==> config.mk <==
export PLATFORM = sky130hd
export DESIGN_NAME = uart_ctrl
export DESIGN_NICKNAME = d
export VERILOG_FILES = /design/src/rtl/uart_ctrl.sv
export SDC_FILE = /design/constraint.sdc
export NUM_CORES = 1
export LEC_CHECK = 0
export ABC_CLOCK_PERIOD_IN_PS = 3600
export CAP_MARGIN = 20
export CORE_MARGIN = 2
export CORE_UTILIZATION = 45
export DETAILED_ROUTE_END_ITERATION = 16
export PLACE_DENSITY = 0.72
export SLEW_MARGIN = 20
export SYNTH_ARGS = -nofsm -noshare
export SYNTH_HDL_FRONTEND = slang
export SYNTH_HIERARCHICAL = 1
export SYNTH_SLANG_ARGS = --single-unit
==> constraint.sdc <==
create_clock -name clk -period 3.6 [get_ports clk]
set_clock_uncertainty 0.1 [all_clocks]
set_input_delay 0.54 -clock clk [delete_from_list [all_inputs] [get_ports clk]]
set_output_delay 0.54 -clock clk [all_outputs]
set_load 0.03 [all_outputs]
==> src/rtl/uart_ctrl.sv <==
// uart_ctrl: single-clock UART; bit timing from clk by an internal divider, TX/RX FIFOs, sticky errors.
// Latency: a word pushed into an empty TX FIFO drives the start bit from the second edge after tx_en; an RX pop returns rx_data one cycle after rx_en.
// Backpressure: a push into a full TX FIFO is ignored; a received frame that finds the RX FIFO full is dropped and flagged in rx_overrun.
//
// Ports:
//   clk, rst_n        system clock, asynchronous active-low reset
//   tx_en, tx_data    push a word into the TX FIFO
//   tx_full, tx_count TX FIFO status
//   tx_busy, tx       TX FSM not idle; serial out (idles high)
//   rx                serial in (asynchronous, synchronised internally)
//   rx_en             pop one word from the RX FIFO
//   rx_data, rx_valid registered popped word and its 1-cycle qualifier
//   rx_count          RX FIFO occupancy
//   rx_overrun        sticky: completed frame dropped, RX FIFO full
//   rx_frame_err      sticky: stop bit sampled low
//   rx_parity_err     sticky: parity mismatch (only with UART_PARITY_EN)
//   clr_err           clears all sticky flags, wins over a same-cycle set
//
// Optional feature macro: UART_PARITY_EN adds parameter PARITY_ODD, a parity bit between
// the data bits and the stop bit on both directions, and output rx_parity_err.

// uart_ctrl_fifo: circular FIFO, 2**AW words, count/full/empty status.
// Latency: head word visible combinationally; push/pop take effect on the next edge.
// Backpressure: push while full is dropped unless a pop happens in the same cycle; pop while empty is ignored.
module uart_ctrl_fifo #(
    parameter int DW = 8,
    parameter int AW = 4
) (
    input  logic          clk,
    input  logic          rst_n,
    input  logic          i_push_vld,
    input  logic [DW-1:0] i_push_dat,
    input  logic          i_pop_rdy,
    output logic [DW-1:0] o_head_dat,
    output logic [AW:0]   o_count,
    output logic          o_full,
    output logic          o_empty
);
    localparam int DEPTH = 1 << AW;
    localparam logic [AW-1:0] PTR_ONE = 1;
    localparam logic [AW:0]   CNT_ONE = 1;
    localparam logic [AW:0]   CNT_FULL = DEPTH[AW:0];

    logic [DW-1:0] r_mem [DEPTH];
    logic [AW-1:0] r_wr_ptr;
    logic [AW-1:0] r_rd_ptr;
    logic [AW:0]   r_count;
    logic          w_push;
    logic          w_pop;

    assign o_full     = (r_count == CNT_FULL);
    assign o_empty    = (r_count == '0);
    assign o_count    = r_count;
    assign o_head_dat = r_mem[r_rd_ptr];
    assign w_pop      = i_pop_rdy && !o_empty;
    // A pop in the same cycle frees the slot a push into a full FIFO needs.
    assign w_push     = i_push_vld && (!o_full || w_pop);

    always_ff @(posedge clk or negedge rst_n) begin
        if (!rst_n) begin
            r_wr_ptr <= '0;
            r_rd_ptr <= '0;
            r_count  <= '0;
        end else begin
            if (w_push) r_wr_ptr <= r_wr_ptr + PTR_ONE;
            if (w_pop)  r_rd_ptr <= r_rd_ptr + PTR_ONE;
            case ({w_push, w_pop})
                2'b10:   r_count <= r_count + CNT_ONE;
                2'b01:   r_count <= r_count - CNT_ONE;
                default: r_count <= r_count;
            endcase
        end
    end

    // Storage needs no reset: a word is only read after it has been written.
    always_ff @(posedge clk) begin
        if (w_push) r_mem[r_wr_ptr] <= i_push_dat;
    end
endmodule

module uart_ctrl #(
    parameter int CLKS_PER_BIT = 10417,
    parameter int DATA_BITS    = 8,
`ifdef UART_PARITY_EN
    parameter bit PARITY_ODD   = 1'b0,
`endif
    parameter int FIFO_AW      = 4
) (
    input  logic                 clk,
    input  logic                 rst_n,
    input  logic                 tx_en,
    input  logic [DATA_BITS-1:0] tx_data,
    output logic                 tx_full,
    output logic [FIFO_AW:0]     tx_count,
    output logic                 tx_busy,
    output logic                 tx,
    input  logic                 rx,
    input  logic                 rx_en,
    output logic [DATA_BITS-1:0] rx_data,
    output logic                 rx_valid,
    output logic [FIFO_AW:0]     rx_count,
    output logic                 rx_overrun,
    output logic                 rx_frame_err,
`ifdef UART_PARITY_EN
    output logic                 rx_parity_err,
`endif
    input  logic                 clr_err
);
    localparam int CW = (CLKS_PER_BIT > 1) ? $clog2(CLKS_PER_BIT) : 1;
    localparam int BW = $clog2(DATA_BITS);
    localparam logic [CW-1:0] C_LAST = CW'(CLKS_PER_BIT - 1);
    localparam logic [CW-1:0] C_HALF = CW'(CLKS_PER_BIT / 2);
    localparam logic [CW-1:0] C_ONE  = 1;
    localparam logic [BW-1:0] B_LAST = BW'(DATA_BITS - 1);
    localparam logic [BW-1:0] B_ONE  = 1;

    typedef enum logic [2:0] {
        S_IDLE,
        S_START,
        S_DATA,
`ifdef UART_PARITY_EN
        S_PARITY,
`endif
        S_STOP
    } state_t;

    // ---------------------------------------------------------------- TX path
    logic [DATA_BITS-1:0] w_tx_head;
    logic                 w_tx_empty;
    logic                 w_tx_pop;
    logic                 w_tx_bit_end;

    state_t               r_tx_state;
    logic [CW-1:0]        r_tx_cnt;
    logic [BW-1:0]        r_tx_bit;
    logic [DATA_BITS-1:0] r_tx_shift;
    logic                 r_tx;
`ifdef UART_PARITY_EN
    logic                 r_tx_par;
`endif

    uart_ctrl_fifo #(
        .DW (DATA_BITS),
        .AW (FIFO_AW)
    ) u_tx_fifo (
        .clk        (clk),
        .rst_n      (rst_n),
        .i_push_vld (tx_en),
        .i_push_dat (tx_data),
        .i_pop_rdy  (w_tx_pop),
        .o_head_dat (w_tx_head),
        .o_count    (tx_count),
        .o_full     (tx_full),
        .o_empty    (w_tx_empty)
    );

    // A new word is taken from IDLE, or on the last cycle of STOP so frames run back to back.
    always_comb begin
        w_tx_bit_end = (r_tx_cnt == C_LAST);
        w_tx_pop     = !w_tx_empty &&
                       ((r_tx_state == S_IDLE) || ((r_tx_state == S_STOP) && w_tx_bit_end));
    end

    always_ff @(posedge clk or negedge rst_n) begin
        if (!rst_n) begin
            r_tx_state <= S_IDLE;
            r_tx_cnt   <= '0;
            r_tx_bit   <= '0;
            r_tx_shift <= '0;
            r_tx       <= 1'b1;
`ifdef UART_PARITY_EN
            r_tx_par   <= 1'b0;
`endif
        end else begin
            case (r_tx_state)
                S_IDLE: begin
                    r_tx_cnt <= '0;
                    if (w_tx_pop) begin
                        r_tx_shift <= w_tx_head;
`ifdef UART_PARITY_EN
                        r_tx_par   <= (^w_tx_head) ^ PARITY_ODD;
`endif
                        r_tx       <= 1'b0;
                        r_tx_state <= S_START;
                    end
                end
                S_START: begin
                    if (w_tx_bit_end) begin
                        r_tx_cnt   <= '0;
                        r_tx_bit   <= '0;
                        r_tx       <= r_tx_shift[0];
                        r_tx_state <= S_DATA;
                    end else begin
                        r_tx_cnt <= r_tx_cnt + C_ONE;
                    end
                end
                S_DATA: begin
                    if (w_tx_bit_end) begin
                        r_tx_cnt <= '0;
                        if (r_tx_bit == B_LAST) begin
`ifdef UART_PARITY_EN
                            r_tx       <= r_tx_par;
                            r_tx_state <= S_PARITY;
`else
                            r_tx       <= 1'b1;
                            r_tx_state <= S_STOP;
`endif
                        end else begin
                            r_tx_bit   <= r_tx_bit + B_ONE;
                            r_tx_shift <= r_tx_shift >> 1;
                            r_tx       <= r_tx_shift[1];
                        end
                    end else begin
                        r_tx_cnt <= r_tx_cnt + C_ONE;
                    end
                end
`ifdef UART_PARITY_EN
                S_PARITY: begin
                    if (w_tx_bit_end) begin
                        r_tx_cnt   <= '0;
                        r_tx       <= 1'b1;
                        r_tx_state <= S_STOP;
                    end else begin
                        r_tx_cnt <= r_tx_cnt + C_ONE;
                    end
                end
`endif
                S_STOP: begin
                    if (w_tx_bit_end) begin
                        r_tx_cnt <= '0;
                        if (w_tx_pop) begin
                            r_tx_shift <= w_tx_head;
`ifdef UART_PARITY_EN
                            r_tx_par   <= (^w_tx_head) ^ PARITY_ODD;
`endif
                            r_tx       <= 1'b0;
                            r_tx_state <= S_START;
                        end else begin
                            r_tx_state <= S_IDLE;
                        end
                    end else begin
                        r_tx_cnt <= r_tx_cnt + C_ONE;
                    end
                end
                default: begin
                    r_tx_state <= S_IDLE;
                    r_tx       <= 1'b1;
                end
            endcase
        end
    end

    assign tx      = r_tx;
    assign tx_busy = (r_tx_state != S_IDLE);

    // ---------------------------------------------------------------- RX path
    logic                 r_rx_s1;
    logic                 r_rx_s2;
    state_t               r_rx_state;
    logic [CW-1:0]        r_rx_cnt;
    logic [BW-1:0]        r_rx_bit;
    logic [DATA_BITS-1:0] r_rx_shift;
    logic                 r_rx_hold;
    logic                 r_rx_ovr;
    logic                 r_rx_ferr;
`ifdef UART_PARITY_EN
    logic                 r_rx_par_bad;
    logic                 r_rx_perr;
`endif
    logic [DATA_BITS-1:0] r_rx_data;
    logic                 r_rx_valid;

    logic [DATA_BITS-1:0] w_rx_head;
    logic                 w_rx_empty;
    logic                 w_rx_full;
    logic                 w_rx_smp;
    logic                 w_rx_push;
    logic                 w_rx_ovr;
    logic                 w_rx_pop;

    // Two-flop synchroniser; resets to the idle line level.
    always_ff @(posedge clk or negedge rst_n) begin
        if (!rst_n) begin
            r_rx_s1 <= 1'b1;
            r_rx_s2 <= 1'b1;
        end else begin
            r_rx_s1 <= rx;
            r_rx_s2 <= r_rx_s1;
        end
    end

    always_comb begin
        w_rx_smp  = (r_rx_cnt == '0);
        w_rx_push = (r_rx_state == S_STOP) && !r_rx_hold && w_rx_smp && r_rx_s2
`ifdef UART_PARITY_EN
                    && !r_rx_par_bad
`endif
                    ;
        w_rx_pop  = rx_en && !w_rx_empty;
        // With a full FIFO the push only lands if rx_en frees a slot this cycle.
        w_rx_ovr  = w_rx_push && w_rx_full && !rx_en;
    end

    uart_ctrl_fifo #(
        .DW (DATA_BITS),
        .AW (FIFO_AW)
    ) u_rx_fifo (
        .clk        (clk),
        .rst_n      (rst_n),
        .i_push_vld (w_rx_push),
        .i_push_dat (r_rx_shift),
        .i_pop_rdy  (rx_en),
        .o_head_dat (w_rx_head),
        .o_count    (rx_count),
        .o_full     (w_rx_full),
        .o_empty    (w_rx_empty)
    );

    // The counter runs down: loaded with half a bit on the start edge, then with a
    // full bit after every sample, so each sample lands mid-bit.
    always_ff @(posedge clk or negedge rst_n) begin
        if (!rst_n) begin
            r_rx_state   <= S_IDLE;
            r_rx_cnt     <= '0;
            r_rx_bit     <= '0;
            r_rx_shift   <= '0;
            r_rx_hold    <= 1'b0;
            r_rx_ovr     <= 1'b0;
            r_rx_ferr    <= 1'b0;
`ifdef UART_PARITY_EN
            r_rx_par_bad <= 1'b0;
            r_rx_perr    <= 1'b0;
`endif
        end else begin
            case (r_rx_state)
                S_IDLE: begin
                    if (!r_rx_s2) begin
                        r_rx_cnt   <= C_HALF;
                        r_rx_state <= S_START;
                    end
                end
                S_START: begin
                    if (w_rx_smp) begin
                        if (r_rx_s2) begin
                            r_rx_state <= S_IDLE;   // glitch shorter than half a bit
                        end else begin
                            r_rx_cnt   <= C_LAST;
                            r_rx_bit   <= '0;
                            r_rx_state <= S_DATA;
                        end
                    end else begin
                        r_rx_cnt <= r_rx_cnt - C_ONE;
                    end
                end
                S_DATA: begin
                    if (w_rx_smp) begin
                        r_rx_shift <= {r_rx_s2, r_rx_shift[DATA_BITS-1:1]};
                        r_rx_cnt   <= C_LAST;
                        if (r_rx_bit == B_LAST) begin
`ifdef UART_PARITY_EN
                            r_rx_state <= S_PARITY;
`else
                            r_rx_state <= S_STOP;
`endif
                        end else begin
                            r_rx_bit <= r_rx_bit + B_ONE;
                        end
                    end else begin
                        r_rx_cnt <= r_rx_cnt - C_ONE;
                    end
                end
`ifdef UART_PARITY_EN
                S_PARITY: begin
                    if (w_rx_smp) begin
                        r_rx_par_bad <= (r_rx_s2 != ((^r_rx_shift) ^ PARITY_ODD));
                        if (r_rx_s2 != ((^r_rx_shift) ^ PARITY_ODD)) r_rx_perr <= 1'b1;
                        r_rx_cnt   <= C_LAST;
                        r_rx_state <= S_STOP;
                    end else begin
                        r_rx_cnt <= r_rx_cnt - C_ONE;
                    end
                end
`endif
                S_STOP: begin
                    if (r_rx_hold) begin
                        // Broken stop bit: wait for the line to return high.
                        if (r_rx_s2) begin
                            r_rx_hold  <= 1'b0;
                            r_rx_state <= S_IDLE;
                        end
                    end else if (w_rx_smp) begin
                        if (r_rx_s2) begin
                            if (w_rx_ovr) r_rx_ovr <= 1'b1;
                            r_rx_state <= S_IDLE;
                        end else begin
                            r_rx_ferr <= 1'b1;
                            r_rx_hold <= 1'b1;
                        end
                    end else begin
                        r_rx_cnt <= r_rx_cnt - C_ONE;
                    end
                end
                default: r_rx_state <= S_IDLE;
            endcase

            // Placed last so the clear overrides any set in the same cycle.
            if (clr_err) begin
                r_rx_ovr  <= 1'b0;
                r_rx_ferr <= 1'b0;
`ifdef UART_PARITY_EN
                r_rx_perr <= 1'b0;
`endif
            end
        end
    end

    // Registered pop result; rx_data keeps its last value between pops.
    always_ff @(posedge clk or negedge rst_n) begin
        if (!rst_n) begin
            r_rx_data  <= '0;
            r_rx_valid <= 1'b0;
        end else begin
            r_rx_valid <= w_rx_pop;
            if (w_rx_pop) r_rx_data <= w_rx_head;
        end
    end

    assign rx_data      = r_rx_data;
    assign rx_valid     = r_rx_valid;
    assign rx_overrun   = r_rx_ovr;
    assign rx_frame_err = r_rx_ferr;
`ifdef UART_PARITY_EN
    assign rx_parity_err = r_rx_perr;
`endif
endmodule
==> metrics.md <==
| Metric | Value |
|---|---|
| Status | `complete, but fails checks` |
| Failing checks | `hold timing` |
| CP required | `3.89 ns` |
| Max Fclk | `299 MHz` |
| Crit path max-delay family | `simple AND/OR/NAND/NOR gates` |
| Pwr dens | `~700 nW/µm²` |
| WS Path Type | `register to register` |
| Slowest stage cell, crit path | `or4_4` |
| Max Slew Vio Count | `0` |
| Multi-input gate area | `approximately 5000 µm²` |
| Chip Height | `189 µm` |
| Max cap viols | `0` |
| Post-DP HPWL | `19.1 mm` |
| # DRC | `0` |
| Post-CTS setup buffer count | `0` |
| Fin nets | `1076` |
| Antenna-violating nets left | `0` |
| Cts bufs inserted | `37` |
| Number of synthesis warnings | `6` |
| Avg Inst Size Synth | `16.1 µm²` |
| Detailed Routing Iterations Pass 1 | `5` |
| Max Buffers Root-to-Sink | `3` |
| CTS H-Tree Depth | `2` |
| DR iter-0 viols | `slightly below 700` |
| Core Region | `33500 µm²` |
| Commonest non-fill, non-tap cell in the layout | `edfxtp_1` |
| CP Launch Point | `r_tx_cnt[10]` |
| Worst Hold Class | `input pin to async pin` |
| Antenna violations before repair | `0` |
| Via count | `roughly 8500` |
| Final min period | `3.35 ns` |
| Filler cells | `roughly 2700` |
| # port buffers | `37` |
| Mapped Area | `15300 µm²` |
| Die Width | `189 µm` |
| Startpoint class of the critical path | `register` |
| RSZ-0062 raised after global routing | `no` |
| Vias in the first global route | `~8500` |
| Syn Nets | `1001` |
| DP Worst Slack | `about 0.21 ns` |
| Clk slew on worst S/H paths | `0.06 ns` |
| Setup ws final | `0.254 ns` |
| Reg area | `10100 µm²` |
| Final Util | `0.524` |
| Post-Route WL | `~30 mm` |
| Post-synth EDFFs | `256` |
| Worst setup EP type | `register` |
| Leakage power total | `roughly 6.3 nW` |
| Synth Register Bits | `351` |
| Fin Hold WS | `-0.0561 ns` |
| CTS tree | `yes` |
| Post-synth top flop | `edfxtp_1` |
| Buf+Inv Stages, Crit Path | `0` |
| Largest net degree at the start of global routing | `81` |
| Cell variety after synth | `73` |
| Max incr delay on CP | `0.57 ns` |
| Arr. time, crit path | `3.64 ns` |
| Crit path cell chain | `or4_4, nor4_4, a21oi_1, nor2_1, nand2b_1, a21oi_4, ha_1, and3_1, or3_1, a32oi_1, nand3_1` |
| Maximum VDD drop | `0.542 mV` |
| Initial Util | `0.457` |
| Syn Inst Count | `951` |
| Worst Path Max Fanout | `6` |
| Root buffer cell | `clkbuf_16` |
| Die footprint | `35500 µm²` |
| Clock Sinks | `351` |
| Total global routing overflow | `0` |
| Reg2Reg Setup Slack | `0.25 ns` |
| Final Hold Viols | `41` |
| Area delta synth->final | `14.7%` |
| Final setup vio count | `0` |
| Worst-Margin Slew | `approximately 0.84 ns` |
| GRT Resource Usage Total | `0.172` |
| Hold_buf cts | `0` |
| Post-synthesis sequential area ratio | `0.657` |
| Std-Cell Rows | `67` |
| Final Cycle Share | `0.929` |
| Slew headroom | `0.440` |
| # diodes | `0` |
| RePlAce Congestion | `0.837` |
| IO Pins | `38` |
| WL/cell | `19.8 µm` |
| Share of layout cells above drive strength 1 | `0.187` |
| Ys async rst share | `0.271` |
| Final TNS setup | `0 ns` |
| Worst skew pair latency | `0.52 ns` |
| Via density per instance | `about 5.7` |
| Most frequent cells in the layout | `edfxtp_1 (256), dfrtp_1 (89), nand2_1 (59), mux4_2 (54), nor2_1 (48)` |
| Global-route wire length before repair | `47.4 mm` |
| Crit Reg-Reg Startpoint | `r_tx_cnt[10]` |
## per-layer routing
metal	GRT usage	vias to the layer above	share of wire
met1	0.232	4362	0.43
met2	0.290	228	0.50
met4	0.0409	0	0.016
li1	-	3904	-
met3	0.0313	38	0.053
met5	0	-	0
## registers in the layout, summed over array words and instances (netlist names), 8 cells and up
register and flops:
rx_data 8, u_rx_fifo/r_mem 128, r_rx_shift 8, r_rx_cnt 14
r_tx_cnt 14, r_tx_shift 8, u_tx_fifo/r_mem 128
## final cells by class
type                    count  area share
clock buffers              47      0.0560
flip-flops and latches    351       0.573
inverters                  28     0.00598
well taps                 448      0.0319
clock inverters            20      0.0105
repair buffers             73      0.0380
multi-input cells         535       0.284
## synth_stat cells, drive strengths merged, types with 11 or more instances
library cell / n / share of area
a22oi: 17 / 0.0083
nand3: 20 / 0.0065
ha: 34 / 0.028
nor2b: 11 / 0.0045
inv: 28 / 0.0069
and2: 11 / 0.0045
a21oi: 24 / 0.0078
xnor2: 15 / 0.0086
o21ai: 43 / 0.015
nor3: 12 / 0.0039
mux4: 72 / 0.11
nand2b: 11 / 0.0045
nor2: 49 / 0.012
buf: 19 / 0.0081
clkbuf: 18 / 0.0046
dfrtp: 92 / 0.15
mux2: 36 / 0.026
edfxtp: 256 / 0.50
nand2: 59 / 0.014
## cells by family (layout without fill, tap and decap cells)
logic type      count (synthesis)  count (layout)  share of synthesized area
xor+xnor                       19              19                     0.0109
fa+ha+maj                      36              36                     0.0304
flops                         351             351                      0.657
compound gates                147             147                     0.0653
mux                           115             115                      0.141
buf+inv                        65             168                     0.0195
simple gates                  218             218                     0.0755
## where the power goes
part,internal [mW],switching [mW]
logic,1.78,1.82
registers,4.75,0.561
clock network,2.16,1.49
total,8.68,3.87
## stage by stage
| stage | cells | power [mW] | cell area, µm² |
|---|---|---|---|
| floorplan | 951 | 7.91 | 15300 |
| finish | 1502 | 12.6 | 17600 |
| global placement | 1435 | 8.92 | 16400 |
| global route | 1502 | 13.2 | 17600 |
| CTS | 1502 | 12.7 | 17600 |
| detailed placement | 1435 | 8.99 | 16400 |
## repair_timing
action | 4_1_cts | 5_1_grt
endpoints found under the hold margin | 0 | 0
gates resized for setup | 0 | 1
endpoints found under the setup margin | 0 | 1
## final timing paths
kind                                               to  cells after the start
worst max-delay path             u_tx_fifo/o_count[3]                     11
worst min-delay path            u_rx_fifo/r_rd_ptr[0]                      1
worst max register to register   u_tx_fifo/o_count[3]                     11
worst min register to register                r_rx_s2                      0
max in group asynchronous                          tx                      2
min in group clk                              r_rx_s2                      0
Note: power is estimated with default switching activity, not from simulation.
